--- config.mk ---
export PLATFORM = sky130hd
export DESIGN_NAME = mem_word_bridge_flat
export DESIGN_NICKNAME = d
export VERILOG_FILES = /design/src/rtl/mem_bridge_pkg.sv /design/src/rtl/mem_word_bridge_if.sv /design/src/rtl/mem_word_bridge.sv /design/src/flat_wrapper.sv
export SDC_FILE = /design/constraint.sdc
export NUM_CORES = 1
export LEC_CHECK = 0
export ABC_AREA = 1
export BUFFER_PORTS_ARGS = -buffer_cell sky130_fd_sc_hd__buf_4
export CORE_MARGIN = 3
export CORE_UTILIZATION = 40
export CTS_CLUSTER_DIAMETER = 100
export DETAILED_ROUTE_END_ITERATION = 10
export PLACE_DENSITY_LB_ADDON = 0.08
export SKIP_LAST_GASP = 1
export SYNTH_ARGS = -nofsm -noshare
export SYNTH_HDL_FRONTEND = slang
export SYNTH_SLANG_ARGS = --single-unit
--- constraint.sdc ---
create_clock -name clk -period 2.55 [get_ports clk]
set_input_delay 0.1275 -clock clk [delete_from_list [all_inputs] [get_ports clk]]
set_output_delay 0.1275 -clock clk [all_outputs]
set_load 0.01 [all_outputs]
--- src/rtl/mem_bridge_pkg.sv ---
// mem_bridge_pkg: shared types and constants for the 16-bit to 8-bit memory word bridge.
//   bridge_state_t : bridge FSM state encoding
//   HI_BYTE_OFS    : byte-address LSB of the high (big-endian first) byte
//   LO_BYTE_OFS    : byte-address LSB of the low byte
//   WORD_W, BYTE_W : CPU word width and memory byte width
package mem_bridge_pkg;

    localparam int unsigned WORD_W = 16;
    localparam int unsigned BYTE_W = 8;

    // Big-endian: the high byte lives at the even byte address.
    localparam logic HI_BYTE_OFS = 1'b0;
    localparam logic LO_BYTE_OFS = 1'b1;

    typedef enum logic [2:0] {
        StIdle,
        StRdHi,
        StRdLo,
        StRdCap,
        StWrHi,
        StWrLo
    } bridge_state_t;

endpackage

--- src/rtl/mem_word_bridge_if.sv ---
// mem_word_bridge_if: CPU word-request channel plus 8-bit on-chip memory port.
//   cpu_req/cpu_we/cpu_addr/cpu_wdata : word request from the core
//   cpu_be                            : byte enables (only with MEM_BRIDGE_BYTE_ENABLE_EN)
//   cpu_ready/cpu_rvalid/cpu_rdata    : acceptance and read-return to the core
//   mem_address..mem_writedata        : byte strobes towards memory_system
//   mem_readdata                      : byte returned by memory, one cycle after a read strobe
// Modports: slave = bridge view, master = environment (core + memory) view.
// Optional feature macro: MEM_BRIDGE_BYTE_ENABLE_EN.
interface mem_word_bridge_if
    import mem_bridge_pkg::*;
#(
    parameter int unsigned WADDR_W = 9
);
    logic                cpu_req;
    logic                cpu_we;
    logic [WADDR_W-1:0]  cpu_addr;
    logic [WORD_W-1:0]   cpu_wdata;
`ifdef MEM_BRIDGE_BYTE_ENABLE_EN
    logic [1:0]          cpu_be;
`endif
    logic                cpu_ready;
    logic                cpu_rvalid;
    logic [WORD_W-1:0]   cpu_rdata;

    logic [WADDR_W:0]    mem_address;
    logic                mem_clken;
    logic                mem_chipselect;
    logic                mem_write;
    logic [BYTE_W-1:0]   mem_writedata;
    logic [BYTE_W-1:0]   mem_readdata;

    modport slave (
        input  cpu_req, cpu_we, cpu_addr, cpu_wdata,
`ifdef MEM_BRIDGE_BYTE_ENABLE_EN
        input  cpu_be,
`endif
        input  mem_readdata,
        output cpu_ready, cpu_rvalid, cpu_rdata,
        output mem_address, mem_clken, mem_chipselect, mem_write, mem_writedata
    );

    modport master (
        output cpu_req, cpu_we, cpu_addr, cpu_wdata,
`ifdef MEM_BRIDGE_BYTE_ENABLE_EN
        output cpu_be,
`endif
        output mem_readdata,
        input  cpu_ready, cpu_rvalid, cpu_rdata,
        input  mem_address, mem_clken, mem_chipselect, mem_write, mem_writedata
    );

endinterface

--- src/rtl/mem_word_bridge.sv ---
// mem_word_bridge: splits 16-bit word reads/writes from the core into two big-endian
// 8-bit accesses on a 1-cycle-latency on-chip memory port and reassembles read words.
//   clk   : single clock, shared with the memory
//   reset : synchronous, active-high
//   bus   : mem_word_bridge_if.slave (CPU request channel + memory byte port)
// Parameters: WADDR_W word-address width (byte address is WADDR_W+1 bits),
//             RD_LAT memory read latency (only 1 is supported).
// Optional feature macro: MEM_BRIDGE_BYTE_ENABLE_EN adds per-byte write enables.
module mem_word_bridge
    import mem_bridge_pkg::*;
#(
    parameter int unsigned WADDR_W = 9,
    parameter int unsigned RD_LAT  = 1
) (
    input  logic             clk,
    input  logic             reset,
    mem_word_bridge_if.slave bus
);

    if (RD_LAT != 1) begin : g_rd_lat_check
        $error("mem_word_bridge: only RD_LAT == 1 is supported");
    end

    bridge_state_t       state_q, state_d;
    logic [WADDR_W-1:0]  addr_q, addr_d;
    logic [WORD_W-1:0]   wdata_q, wdata_d;
    logic [BYTE_W-1:0]   rdata_hi_q, rdata_hi_d;
    logic [WORD_W-1:0]   rdata_q, rdata_d;
    logic                rvalid_q, rvalid_d;
`ifdef MEM_BRIDGE_BYTE_ENABLE_EN
    logic [1:0]          be_q, be_d;
`endif

    logic [WADDR_W:0]    mem_addr;
    logic                mem_cs;
    logic                mem_we;
    logic [BYTE_W-1:0]   mem_wd;

    always_comb begin
        state_d    = state_q;
        addr_d     = addr_q;
        wdata_d    = wdata_q;
        rdata_hi_d = rdata_hi_q;
        rdata_d    = rdata_q;
        rvalid_d   = 1'b0;
`ifdef MEM_BRIDGE_BYTE_ENABLE_EN
        be_d       = be_q;
`endif
        mem_addr   = '0;
        mem_cs     = 1'b0;
        mem_we     = 1'b0;
        mem_wd     = '0;

        unique case (state_q)
            StIdle: begin
                if (bus.cpu_req) begin
                    addr_d  = bus.cpu_addr;
                    wdata_d = bus.cpu_wdata;
`ifdef MEM_BRIDGE_BYTE_ENABLE_EN
                    be_d    = bus.cpu_be;
                    if (!bus.cpu_we) begin
                        state_d = StRdHi;
                    end else if (bus.cpu_be[1]) begin
                        state_d = StWrHi;
                    end else if (bus.cpu_be[0]) begin
                        state_d = StWrLo;
                    end else begin
                        // No enabled byte: accept and complete without touching memory.
                        state_d = StIdle;
                    end
`else
                    state_d = bus.cpu_we ? StWrHi : StRdHi;
`endif
                end
            end
            StRdHi: begin
                mem_addr = {addr_q, HI_BYTE_OFS};
                mem_cs   = 1'b1;
                state_d  = StRdLo;
            end
            StRdLo: begin
                mem_addr   = {addr_q, LO_BYTE_OFS};
                mem_cs     = 1'b1;
                rdata_hi_d = bus.mem_readdata;
                state_d    = StRdCap;
            end
            StRdCap: begin
                // Publish the whole word at once so cpu_rdata holds until this read completes.
                rdata_d  = {rdata_hi_q, bus.mem_readdata};
                rvalid_d = 1'b1;
                state_d  = StIdle;
            end
            StWrHi: begin
                mem_addr = {addr_q, HI_BYTE_OFS};
                mem_cs   = 1'b1;
                mem_we   = 1'b1;
                mem_wd   = wdata_q[WORD_W-1:BYTE_W];
`ifdef MEM_BRIDGE_BYTE_ENABLE_EN
                state_d  = be_q[0] ? StWrLo : StIdle;
`else
                state_d  = StWrLo;
`endif
            end
            StWrLo: begin
                mem_addr = {addr_q, LO_BYTE_OFS};
                mem_cs   = 1'b1;
                mem_we   = 1'b1;
                mem_wd   = wdata_q[BYTE_W-1:0];
                state_d  = StIdle;
            end
            default: begin
                state_d = StIdle;
            end
        endcase
    end

    always_ff @(posedge clk) begin
        if (reset) begin
            state_q    <= StIdle;
            addr_q     <= '0;
            wdata_q    <= '0;
            rdata_hi_q <= '0;
            rdata_q    <= '0;
            rvalid_q   <= 1'b0;
`ifdef MEM_BRIDGE_BYTE_ENABLE_EN
            be_q       <= '0;
`endif
        end else begin
            state_q    <= state_d;
            addr_q     <= addr_d;
            wdata_q    <= wdata_d;
            rdata_hi_q <= rdata_hi_d;
            rdata_q    <= rdata_d;
            rvalid_q   <= rvalid_d;
`ifdef MEM_BRIDGE_BYTE_ENABLE_EN
            be_q       <= be_d;
`endif
        end
    end

    // Memory strobes are squashed while reset is high so an interrupted access
    // cannot issue another byte in the reset cycle.
    assign bus.mem_clken      = ~reset;
    assign bus.mem_chipselect = mem_cs & ~reset;
    assign bus.mem_write      = mem_we & ~reset;
    assign bus.mem_address    = reset ? '0 : mem_addr;
    assign bus.mem_writedata  = reset ? '0 : mem_wd;

    assign bus.cpu_ready  = (state_q == StIdle);
    assign bus.cpu_rvalid = rvalid_q;
    assign bus.cpu_rdata  = rdata_q;

endmodule

--- src/flat_wrapper.sv ---
// flat-port wrapper written by rule: the top's interface ports become plain ports
module mem_word_bridge_flat import mem_bridge_pkg::*;
#(
    parameter int unsigned WADDR_W = 9,
    parameter int unsigned RD_LAT  = 1
)
  (clk, reset, bus_cpu_req, bus_cpu_we, bus_cpu_addr, bus_cpu_wdata, bus_mem_readdata, bus_cpu_ready, bus_cpu_rvalid, bus_cpu_rdata, bus_mem_address, bus_mem_clken, bus_mem_chipselect, bus_mem_write, bus_mem_writedata);
  mem_word_bridge_if #(.WADDR_W(WADDR_W)) bus_i ();
  input  logic clk;
  input  logic reset;
  input wire logic [$bits(bus_i.cpu_req)-1:0] bus_cpu_req;
  input wire logic [$bits(bus_i.cpu_we)-1:0] bus_cpu_we;
  input wire logic [$bits(bus_i.cpu_addr)-1:0] bus_cpu_addr;
  input wire logic [$bits(bus_i.cpu_wdata)-1:0] bus_cpu_wdata;
  input wire logic [$bits(bus_i.mem_readdata)-1:0] bus_mem_readdata;
  output wire logic [$bits(bus_i.cpu_ready)-1:0] bus_cpu_ready;
  output wire logic [$bits(bus_i.cpu_rvalid)-1:0] bus_cpu_rvalid;
  output wire logic [$bits(bus_i.cpu_rdata)-1:0] bus_cpu_rdata;
  output wire logic [$bits(bus_i.mem_address)-1:0] bus_mem_address;
  output wire logic [$bits(bus_i.mem_clken)-1:0] bus_mem_clken;
  output wire logic [$bits(bus_i.mem_chipselect)-1:0] bus_mem_chipselect;
  output wire logic [$bits(bus_i.mem_write)-1:0] bus_mem_write;
  output wire logic [$bits(bus_i.mem_writedata)-1:0] bus_mem_writedata;
  assign bus_i.cpu_req = bus_cpu_req;
  assign bus_i.cpu_we = bus_cpu_we;
  assign bus_i.cpu_addr = bus_cpu_addr;
  assign bus_i.cpu_wdata = bus_cpu_wdata;
  assign bus_i.mem_readdata = bus_mem_readdata;
  assign bus_cpu_ready = bus_i.cpu_ready;
  assign bus_cpu_rvalid = bus_i.cpu_rvalid;
  assign bus_cpu_rdata = bus_i.cpu_rdata;
  assign bus_mem_address = bus_i.mem_address;
  assign bus_mem_clken = bus_i.mem_clken;
  assign bus_mem_chipselect = bus_i.mem_chipselect;
  assign bus_mem_write = bus_i.mem_write;
  assign bus_mem_writedata = bus_i.mem_writedata;
  mem_word_bridge #(.WADDR_W(WADDR_W), .RD_LAT(RD_LAT)) u_core (.clk(clk), .reset(reset), .bus(bus_i));
endmodule
# [After elaboration in Yosys (flattened, before gate mapping)]
# Cells that the tools add are included.
[word_totals] rom_bits=0 register_bits=53 word_cells=31 n_memories=0 ramBits=0 latch_bits=0
[classes] order_cmp=0 eq_ne=6 shifts=0 div=0 add_sub_neg=0 mux=10 multipliers=0 bitwise=3 reduce_logical=6
[op_table] op="10-bit case mux with 2 select lines" count=1
[op_table] op="8-bit case mux with 2 select lines" count=1
[op_table] op="3-bit case mux with 4 select lines" count=1
[op_table] op="10-bit two-way mux" count=1
[op_table] op="8-bit two-way mux" count=1
[op_table] op="3-bit by 2-bit == test with 1-bit output (second input constant)" count=2
[op_table] op="3-bit == test (second input constant)" count=2
[op_table] op="3-bit two-way mux" count=2
[op_table] op="2-bit OR reduction" count=3
[op_table] op="4-bit OR reduction" count=1
[op_table] op="3-bit by 1-bit == test with 1-bit output (second input constant)" count=1
[op_table] op="3-bit zero test" count=1
[op_table] op="1-bit two-way mux" count=3
[op_table] op="1-bit AND" count=2
[op_table] op="2-bit != test (second input constant)" count=1
[op_table] op="2-bit AND reduction" count=1
[op_table] op="1-bit inverter" count=1

# [Logic depth before layout (Yosys ltp)]
[logic_depth] word_depth=4 depth_mapped=6 ltp_nobuf=5

# [Least setup slack after synthesis]
# No wires, ideal clock.
[synth_timing] path_type="register to output" startpoint="register u_core.state_q[0]" endpoint="output port bus_mem_writedata[0]" path_stages_with_launch=5 path_buffers=0 arrival_ps=1039 path_slack_ps=1384 path_cell_list="dfxtp_1 -> nand2_1 -> nor2_4 -> nand2_1 -> a21oi_1"
[synth_between] elab_chain_cells=3 elab_cells_between_ends=4 classes_between="2 x eq/ne; 2 x mux"
[synth_lines] item="start: declaration" line="mem_word_bridge.sv:24" text="bridge_state_t state_q, state_d;"
[synth_lines] item="start signal: assignment" line="mem_word_bridge.sv:119" text="state_q <= StIdle;"
[synth_lines] item="start signal: assignment" line="mem_word_bridge.sv:129" text="state_q <= state_d;"
[synth_lines] item="3-bit == test" line="mem_word_bridge.sv:54" text="unique case (state_q)"
[synth_lines] item="8-bit case mux with 2 select lines *" line="mem_word_bridge.sv:54"
[synth_lines] item="8-bit two-way mux *" line="mem_word_bridge.sv:147" text="assign bus.mem_writedata = reset ? '0 : mem_wd;"
[synth_lines] item="end: declaration" line="flat_wrapper.sv:23" text="output wire logic [$bits(bus_i.mem_writedata)-1:0] bus_mem_writedata;"
# Mark *: on every way between the ends. The rest lies on a longest branch, timed or not.

# [Worst setup path after layout]
[layout_timing] startpoint="register u_core.state_q[0]" endpoint="output port bus_mem_address[0]"
[layout_between] elab_chain_cells=4 elab_cells_between_ends=8 classes_between="4 x eq/ne; 2 x mux; 2 x reduce/logical"
[layout_lines] item="3-bit == test (tied with other cells)" line="mem_word_bridge.sv:54"
[layout_lines] item="2-bit OR reduction (no source line)"
[layout_lines] item="10-bit case mux with 2 select lines *" line="mem_word_bridge.sv:54"
[layout_lines] item="10-bit two-way mux *" line="mem_word_bridge.sv:146" text="assign bus.mem_address = reset ? '0 : mem_addr;"
[layout_lines] item="end: declaration" line="flat_wrapper.sv:19" text="output wire logic [$bits(bus_i.mem_address)-1:0] bus_mem_address;"
# Marks and branches as above.

==> metrics.txt <==
outcome=completed; Commonest cells post-synth=nor2_1 (98), nand2_1 (86), dfxtp_1 (53), inv_1 (30), o21ai_0 (18); Max-slew headroom=39.6%; Final Non-Filler Cells=470; initial antenna violation count=0; PostCTS Resize Cnt=0; I/O Pins=76; Post-synth EDFFs=0; family with the most delay on the worst path=buffers and inverters; pin count of the biggest net entering global routing=51; Post-Place Worst Slack=0.800 ns; Tot Pwr=1.95 mW; Area Overhead vs Synth=30.0%; CTS buffer count=5; Max stage delay on crit path=0.49 ns; Layout Skew=0.00705 ns; Fin Hold WS=0.0386 ns; Total GRT Usage=15.8%; Seq/Total Area, Yosys=47.6%; Iteration-0 DRC Markers=96; via count=2042; peak supply drop=0.406 mV; CP Data Arrival Time=1.79 ns; Final Setup Violations=0; fin crit share=75.2%; CP most frequent cell=nor2_1; worst-path fanout max=12; Setup CP Type=flip-flop to output port; met1 usage=21.2%; syn_area_per_cell=6.78 µm²; first-pass GRT wire length=8150 µm; prevailing post-synth register cell=dfxtp_1; fmax=521 MHz; clk buf depth=2; Power Density=672 nW/µm²; gpl congestion=0.723; die span in x=80.7 µm; wire per inst=10.7 µm; most numerous cell in the Yosys netlist=nor2_1; synthesized net count=366; drt pass-1 iters=4; maxcap violations=0; area leader, netlist=dfxtp_1; CP bufs+invs=3; vias per cell=4.34; Worst EP required=2.42 ns; Setup crit start kind=flip-flop; Yosys reg bits=53; clock-pin slew on the worst setup and hold paths=0.10 ns; FFs w/ async S/R, synth=0%; DRC=0; GRT overflow=0; leak pwr=1.40 nW; nets=436; post-synth top area share=47.6%; clk_lat worst skew=0.30 ns; most crowded layer after global routing=met2; post-route ant nets=0; antenna fix cells=0; Critical Path End Type=output port; Placed Cells=462; # H-tree levels=2; GR Util met3=4.48%; hold_buf cts=0; RSZ-0062 raised after global routing=no; Mapped Cells=329; Distinct cells, synth=18; Tmin final=1.92 ns; worst setup margin=0.631 ns; HPWL Detailed=3510 µm; Chip Height=80.7 µm; CTS tree=yes; crit-path cells=inv_1, nand3_2, clkinv_1, nor2_1, nor2_1, buf_4; Setup Buffers After CTS=0; share of cells above drive strength 1=23.3%; synthesized area=2230 µm²; area of the die=6510 µm²; final hold violations=0; # rows=26; clock sink count=53; buffers added on ports=75; vias in the first global route=1844; met2 GRT Util=24.8%; cell chosen for the clock root=clkbuf_8; worst slew pin tran=0.906 ns; total negative slack=0 ns; Hold Path Class=input port to flip-flop; warnings from Yosys=0; max-slew violations=0; slowest CP cell=dfxtp_1; final wirelength=5010 µm; initial core utilization=42.6%; Core Region=5240 µm²; synth top area cells=dfxtp_1 (48%), nor2_1 (16%), nand2_1 (14%), inv_1 (5.0%), o21ai_0 (4.0%)
[cell usage in the layout (no fill, tap or decap)]
| cell | n |
|---|---|
| a21oi_1 | 17 |
| buf_4 | 77 |
| clkbuf_8 | 6 |
| clkinv_1 | 2 |
| clkinvlp_4 | 1 |
| dfxtp_1 | 53 |
| inv_1 | 30 |
| inv_2 | 2 |
| inv_6 | 1 |
| nand2_1 | 86 |
| nand2_2 | 1 |
| nand3_1 | 2 |
| nand3_2 | 2 |
| nand3_4 | 1 |
| nor2_1 | 98 |
| nor2_4 | 2 |
| nor3_1 | 1 |
| o21ai_0 | 18 |
[report_power, final]
group | total [mW] | switching, mW | internal (mW)
sequential | 0.974 | 0.0505 | 0.923
clock | 0.503 | 0.279 | 0.224
combinational | 0.473 | 0.281 | 0.192
[per-layer routing]
layer | routed length (µm) | vias to the layer above
met1 | 2470 | 859
li1 | - | 1126
met3 | 324 | 6
met4 | 47 | 0
met5 | 0 | -
met2 | 2170 | 51
[area by class of cell]
type / instances / area [µm²]
Sequential cell: 53 / 1060
Clock inverter: 2 / 16.3
Tap cell: 70 / 87.6
Timing Repair Buffer: 77 / 578
Inverter: 34 / 128
Multi-Input combinational cell: 228 / 947
Fill cell: 519 / 2340
Clock buffer: 6 / 82.6
[path summary, 6_finish.rpt]
path / depth (start not counted) / from / to / slack, ns
worst max-delay path: 6 / u_core.state_q[0]$_SDFFE_PP0P_ / bus_mem_address[0] / 0.63
worst max register to register: 4 / u_core.state_q[0]$_SDFFE_PP0P_ / u_core.wdata_q[7]$_SDFFE_PP0P_ / 0.79
worst min-delay path: 3 / bus_cpu_wdata[10] / u_core.wdata_q[10]$_SDFFE_PP0P_ / 0.04
worst min register to register: 2 / u_core.rdata_hi_q[3]$_SDFFE_PP0N_ / u_core.rdata_hi_q[3]$_SDFFE_PP0N_ / 0.47
[metrics by stage]
stage	cell area [µm²]	util [%]
floorplan	2230	-
global placement	2800	53.5
detailed placement	2800	53.5
CTS	2900	55.4
global route	2900	55.4
finish	2900	55.4
[worst reg2reg max path: stages (launching register included)]
cell	delay, ns
dfxtp_1	0.40
nor2_4	0.17
nand3_2	0.70
nor2_1	0.33
nor2_1	0.07
[logic make-up after synthesis]
kind of cell | after synthesis | share of synthesized area, %
AND/OR/NAND/NOR | 193 | 34.6
buffers and inverters | 48 | 9.98
flip-flops | 53 | 47.6
AO/OA/AOI/OAI | 35 | 7.85
[sequential cells by signal, indices dropped and copies added (netlist names)]
name	cells
u_core.state_q	3
u_core.bus.cpu_rvalid	1
u_core.rdata_hi_q	8
u_core.bus.cpu_rdata	16
u_core.addr_q	9
u_core.wdata_q	16
No activity file was read; power rests on OpenSTA's default activity.
